<file path="config.mk">
export PLATFORM = sky130hd
export DESIGN_NAME = apb_master
export DESIGN_NICKNAME = d
export VERILOG_FILES = /design/src/rtl/apb_master.sv
export SDC_FILE = /design/constraint.sdc
export NUM_CORES = 1
export LEC_CHECK = 0
export ABC_AREA = 1
export BUFFER_PORTS_ARGS = -buffer_cell sky130_fd_sc_hd__buf_2
export CAP_MARGIN = 25
export CORE_MARGIN = 4
export CORE_UTILIZATION = 40
export CTS_CLUSTER_SIZE = 16
export DETAILED_ROUTE_END_ITERATION = 16
export GPL_ROUTABILITY_DRIVEN = 0
export GPL_TIMING_DRIVEN = 0
export PLACE_DENSITY = 0.7
export SETUP_SLACK_MARGIN = 0.2
export SLEW_MARGIN = 10
export SYNTH_ARGS = -nofsm -noshare
export SYNTH_HDL_FRONTEND = slang
export SYNTH_SLANG_ARGS = --single-unit
</file>
<file path="constraint.sdc">
create_clock -name pclk -period 3.55 [get_ports pclk]
set_input_delay 0.1775 -clock pclk [delete_from_list [all_inputs] [get_ports pclk]]
set_output_delay 0.1775 -clock pclk [all_outputs]
set_load 0.1 [all_outputs]
</file>
<file path="src/rtl/apb_master.sv">
// APB initiator: converts a single-outstanding CPU request/response
// handshake into APB SETUP/ACCESS transfers. An ACCESS watchdog aborts
// transfers that never see pready_cpu and reports them with rsp_err.
//
// state  | meaning
// -------+---------------------------------------------------------
// IDLE   | no transfer in flight; req_ready high, accepts a request
// SETUP  | psel_cpu high, penable low; address/control presented
// ACCESS | psel_cpu and penable high; waiting for pready_cpu or timeout
module apb_master #(
  parameter int APB_ADDR_W = 16,
  parameter int TIMEOUT    = 16
) (
  input  logic                  pclk,
  input  logic                  presetn,
  input  logic                  req_valid,
  output logic                  req_ready,
  input  logic                  req_write,
  input  logic [APB_ADDR_W-1:0] req_addr,
  input  logic [31:0]           req_wdata,
  output logic                  rsp_valid,
  output logic [31:0]           rsp_rdata,
  output logic                  rsp_err,
  output logic                  psel_cpu,
  output logic                  penable,
  output logic                  pwrite,
  output logic [APB_ADDR_W-1:0] paddr,
  output logic [31:0]           pwdata,
  input  logic [31:0]           prdata_cpu,
  input  logic                  pready_cpu
);

  typedef enum logic [1:0] {
    IDLE   = 2'd0,
    SETUP  = 2'd1,
    ACCESS = 2'd2
  } state_t;

  // Last ACCESS cycle index that may still wait before the watchdog fires.
  localparam logic [7:0] TCNT_LAST = 8'(TIMEOUT - 1);

  state_t     state;
  logic [7:0] tcnt;

  // Ready depends on state only, so there is no path from req_valid.
  assign req_ready = (state == IDLE);

  // Transfer sequencing, watchdog and all registered outputs.
  always_ff @(posedge pclk) begin
    if (!presetn) begin
      state     <= IDLE;
      tcnt      <= 8'd0;
      psel_cpu  <= 1'b0;
      penable   <= 1'b0;
      pwrite    <= 1'b0;
      paddr     <= '0;
      pwdata    <= 32'd0;
      rsp_valid <= 1'b0;
      rsp_rdata <= 32'd0;
      rsp_err   <= 1'b0;
    end else begin
      rsp_valid <= 1'b0;
      case (state)
        IDLE: begin
          if (req_valid) begin
            pwrite   <= req_write;
            paddr    <= req_addr;
            pwdata   <= req_wdata;
            psel_cpu <= 1'b1;
            penable  <= 1'b0;
            state    <= SETUP;
          end
        end
        SETUP: begin
          penable <= 1'b1;
          tcnt    <= 8'd0;
          state   <= ACCESS;
        end
        ACCESS: begin
          // A late pready wins over the watchdog in the same cycle.
          if (pready_cpu) begin
            psel_cpu  <= 1'b0;
            penable   <= 1'b0;
            rsp_valid <= 1'b1;
            rsp_err   <= 1'b0;
            rsp_rdata <= pwrite ? 32'd0 : prdata_cpu;
            state     <= IDLE;
          end else if (tcnt == TCNT_LAST) begin
            psel_cpu  <= 1'b0;
            penable   <= 1'b0;
            rsp_valid <= 1'b1;
            rsp_err   <= 1'b1;
            rsp_rdata <= 32'd0;
            state     <= IDLE;
          end else begin
            tcnt <= tcnt + 8'd1;
          end
        end
        default: begin
          psel_cpu <= 1'b0;
          penable  <= 1'b0;
          state    <= IDLE;
        end
      endcase
    end
  end

endmodule

</file>
Yosys cells after proc, flatten, opt, wreduce, memory -nomap -nowiden
Index checks and enable logic that the tools add are counted.
Widths: inputs -> output; s select.

operators by class
  div/mod/pow operators = 0
  $add $sub $neg = 1
  multiply operators = 0
  muxes and demuxes = 20
  equal/unequal tests = 7
  shift operators = 0
  magnitude comparators = 0
  bitwise gates (word level) = 1
  reduce and logical (&&, ||, !) cells = 9

operators by type and width
  kind                 number
  $mux 32              3
  $mux 8               2
  $pmux 8 s2           1
  $add 8x1->8 const B  1
  $eq 8x4->1 const B   1
  $mux 1               8
  $reduce_and 2->1     4
  $mux 2               3
  $ne 2x2->1 const B   3
  $pmux 1 s3           2
  $pmux 2 s3           1
  $reduce_and 3->1     2
  $reduce_bool 2->1    2
  $ne 3x3->1 const B   1
  $eq 2x1->1 const B   1
  $eq 2x2->1 const B   1
  $logic_not 2->1      1
  $not 1->1            1

storage, ports and cells
  output and inout bits = 86
  memories = 0
  latch bits = 0
  ROM bits = 0
  word-level logic and storage cells = 48
  register bits = 95
  bits of input ports = 85
  bits in writable memories = 0

Logic depth before layout (Yosys ltp)
  depth after elaboration = 4
  depth in mapped cells = 9
  depth with buffers taken out = 8

Worst setup path before layout
Ideal clock, no wire load.

  path kind = reg2reg
  from = register, netlist name penable
  to = register psel_cpu
  clock period less this slack = 2,523 ps
  cell stages (with the launch flop) = 7
  data required time = 3,471 ps
  path slack = 1,027 ps
  arrival time = 2,443 ps
  setup time = 79 ps
  cell sequence = dfxtp_1 > nor2_2 > nand2_1 > inv_2 > buf_4 > o21ai_0 > a21oi_1

RTL lines
  what                  line  RTL
  to (signal assigned)  53    psel_cpu <= 1'b0;
  to (signal assigned)  69    psel_cpu <= 1'b1;
  to (signal assigned)  82    psel_cpu <= 1'b0;
  to (decl)             24    output logic psel_cpu,

==> impl_metrics.py <==
metrics = {
    "sta": {
        "max_slew_margin_pct": 64.9,
        "max_freq_mhz": 651,
        "fin_skew_ps": 10.6,
        "fin_crit_sh_pct": 43.2,
        "setup-violations-final": 0,
        "rsz0062_at_grt": "no",
        "finalMaxSlewViolations": 0,
        "fin_crit_ps": 1530,
        "tightestPinTransition_ps": 530,
        "tns_ps": 0,
        "hold_violations": 0,
    },
    "drt": {
        "routed_wl_um": 9780,
        "detail-route-antenna-nets": 0,
        "num_vias": 3552,
        "dr.pass1.iters": 4,
        "via_per_inst": 4.76,
        "drc": 0,
        "wl_per_cell_um": 13.1,
        "drtIter0Drc": 115,
    },
    "global_route": {
        "grt_pass1_vias": 3455,
        "grt_pass1_wl_um": 16200,
        "grt_max_degree": 17,
        "grt_overflow": 0,
        "groute.usage.overall_pct": 18.1,
        "antenna_found_initial": 0,
    },
    "die": {
        "start_util_pct": 41.5,
        "num_rows": 34,
        "io_pins": 171,
        "fp.dieH_um": 104,
        "die-area_mm2": 0.0107,
        "coreArea_mm2": 0.00881,
        "die_x_um": 104,
    },
    "critical_path": {
        "cp-start-kind": "flip-flop",
        "cp_max_fo": 6,
        "arrival_ps": 1360,
        "crit_type": "reg2out",
        "endpoint_kind": "primary output",
        "worstPathRequired_ps": 3370,
    },
    "clock_network": {
        "htree_levels": 3,
        "path_clk_slew_ps": 100,
        "cts_setup_buffers": 0,
        "cts_buffer_depth": 2,
        "cts_root_buf": "clkbuf_8",
        "postCtsHoldBufs": 0,
        "clock_sinks": 94,
        "cts_buffers": 9,
        "cts_tree": "done",
        "clock_latency_ps": 340,
        "cts-resized-gates": 0,
    },
    "hold_path": {
        "hp-class": "in2reg",
    },
    "layout": {
        "layout-drive-gt1-share_pct": 37.8,
        "diodes": 0,
        "nNetsFinal": 719,
        "fillers": 881,
        "syn2layout_area_growth_pct": 32.0,
        "final_core_util_pct": 54.8,
    },
    "yosys": {
        "ys_types": 27,
        "syn-num-nets": 538,
        "synth_area_per_cell_um2": 8.09,
        "synthCells": 452,
        "ys_ff_latch": 94,
        "yosysSeqAreaShare_pct": 51.5,
        "synthesis.area_mm2": 0.00366,
        "yosysWarnings": 0,
    },
    "power": {
        "powerDensity_mw_per_mm2": 531,
        "p_leak_nw": 2.32,
        "vdd_drop_max_uv": 264,
    },
    "run": {
        "drv_cap": 0,
    },
    "placed_design": {
        "dp.final_hpwl_um": 7570,
        "portBuffers": 170,
    },
    "outcome": {
        "outcome": "finished, final reports clean",
    },
}
[cells in the final DEF, fill, tap and decap left out, drive strengths merged]
cell / count
nand4: 1
nand2: 55
buf: 188
nand3: 46
clkinvlp: 3
a21oi: 9
dfxtp: 94
nand3b: 1
xor2: 1
clkinv: 1
clkbuf: 21
inv: 15
ha: 1
nor3: 2
o21ai: 85
nor2: 115
[final timing paths]
check | start | slack, ps | to | depth (start not counted)
worst max-delay path | penable$_SDFFE_PN0P_ | 2020 | req_ready | 2
worst min-delay path | req_wdata[6] | 70 | pwdata[6]$_SDFFE_PN0P_ | 3
worst max register to register | tcnt[0]$_SDFFE_PN0P_ | 2070 | rsp_rdata[20]$_SDFFE_PN0P_ | 9
worst min register to register | rsp_err$_SDFFE_PN0P_ | 460 | rsp_err$_SDFFE_PN0P_ | 2
[where the power goes]
part | internal [mW] | switching (mW)
clock | 0.280 | 0.379
sequential | 1.12 | 0.0328
combinational | 0.136 | 0.617
[critical path, cell delays in order (launching register included)]
cell     delay [ps]
dfxtp_1         380
nor2_2          180
buf_2           450
[flip-flops by register name, indices dropped and copies added (netlist names)]
name and flops:
penable 1, rsp_err 1, paddr 16, tcnt 8, rsp_rdata 32, pwrite 1
rsp_valid 1, state 1, pwdata 32, psel_cpu 1
[cells by family after synthesis]
family                   share of synthesized area [%]
flip-flops                                        51.5
buffers and inverters                             6.02
adder cells (fa/ha/maj)                          0.342
AND/OR/NAND/NOR                                   26.1
XOR/XNOR                                         0.240
AO/OA/AOI/OAI                                     15.8
[Yosys cell counts, drive strengths merged]
library cell | count | share of area (%)
a21oi | 9 | 1.2
nand2 | 55 | 6.1
dfxtp | 94 | 51
clkbuf | 10 | 1.1
buf | 18 | 3.5
nor3 | 2 | 0.27
nand4 | 1 | 0.17
nand3b | 1 | 0.21
o21ai | 85 | 15
xor2 | 1 | 0.24
ha | 1 | 0.34
nand3 | 46 | 6.9
inv | 14 | 1.4
nor2 | 115 | 12
[per-stage QoR]
| stage | cell area [um^2] | instances | total power [mW] | worst slack, ps | hold WS, ps |
|---|---|---|---|---|---|
| 2_1_floorplan | 3660 | 452 | 1.77 | 1030 | 327 |
| 3_3_place_gp | 4640 | 730 | 1.92 | 2100 | 427 |
| 3_5_place_dp | 4640 | 730 | 1.93 | 2050 | 433 |
| 4_1_cts | 4830 | 746 | 2.58 | 2000 | 60.3 |
| 5_1_grt | 4830 | 746 | 2.68 | 1880 | 62.6 |
| 6_report | 4830 | 746 | 2.56 | 2020 | 71.9 |
[metal layers]
metal / vias up / GRT usage, % / share of wire (%)
li1: 1836 / - / -
met1: 1565 / 22.2 / 44
met2: 141 / 29.5 / 45
met3: 10 / 6.34 / 9.6
met4: 0 / 6.27 / 1.3
met5: - / 0 / 0
[layout make-up]
class,instances,area (um^2),area share (%)
Sequential cell,94,1880,39.0
Clock inverter,5,42.5,0.882
Timing Repair Buffer,170,851,17.6
Buffer,28,168,3.47
Inverter,14,52.6,1.09
Multi-Input combinational cell,316,1550,32.2
Tap cell,108,135,2.80
Clock buffer,11,141,2.93
Power figures use the tool's default switching activity.
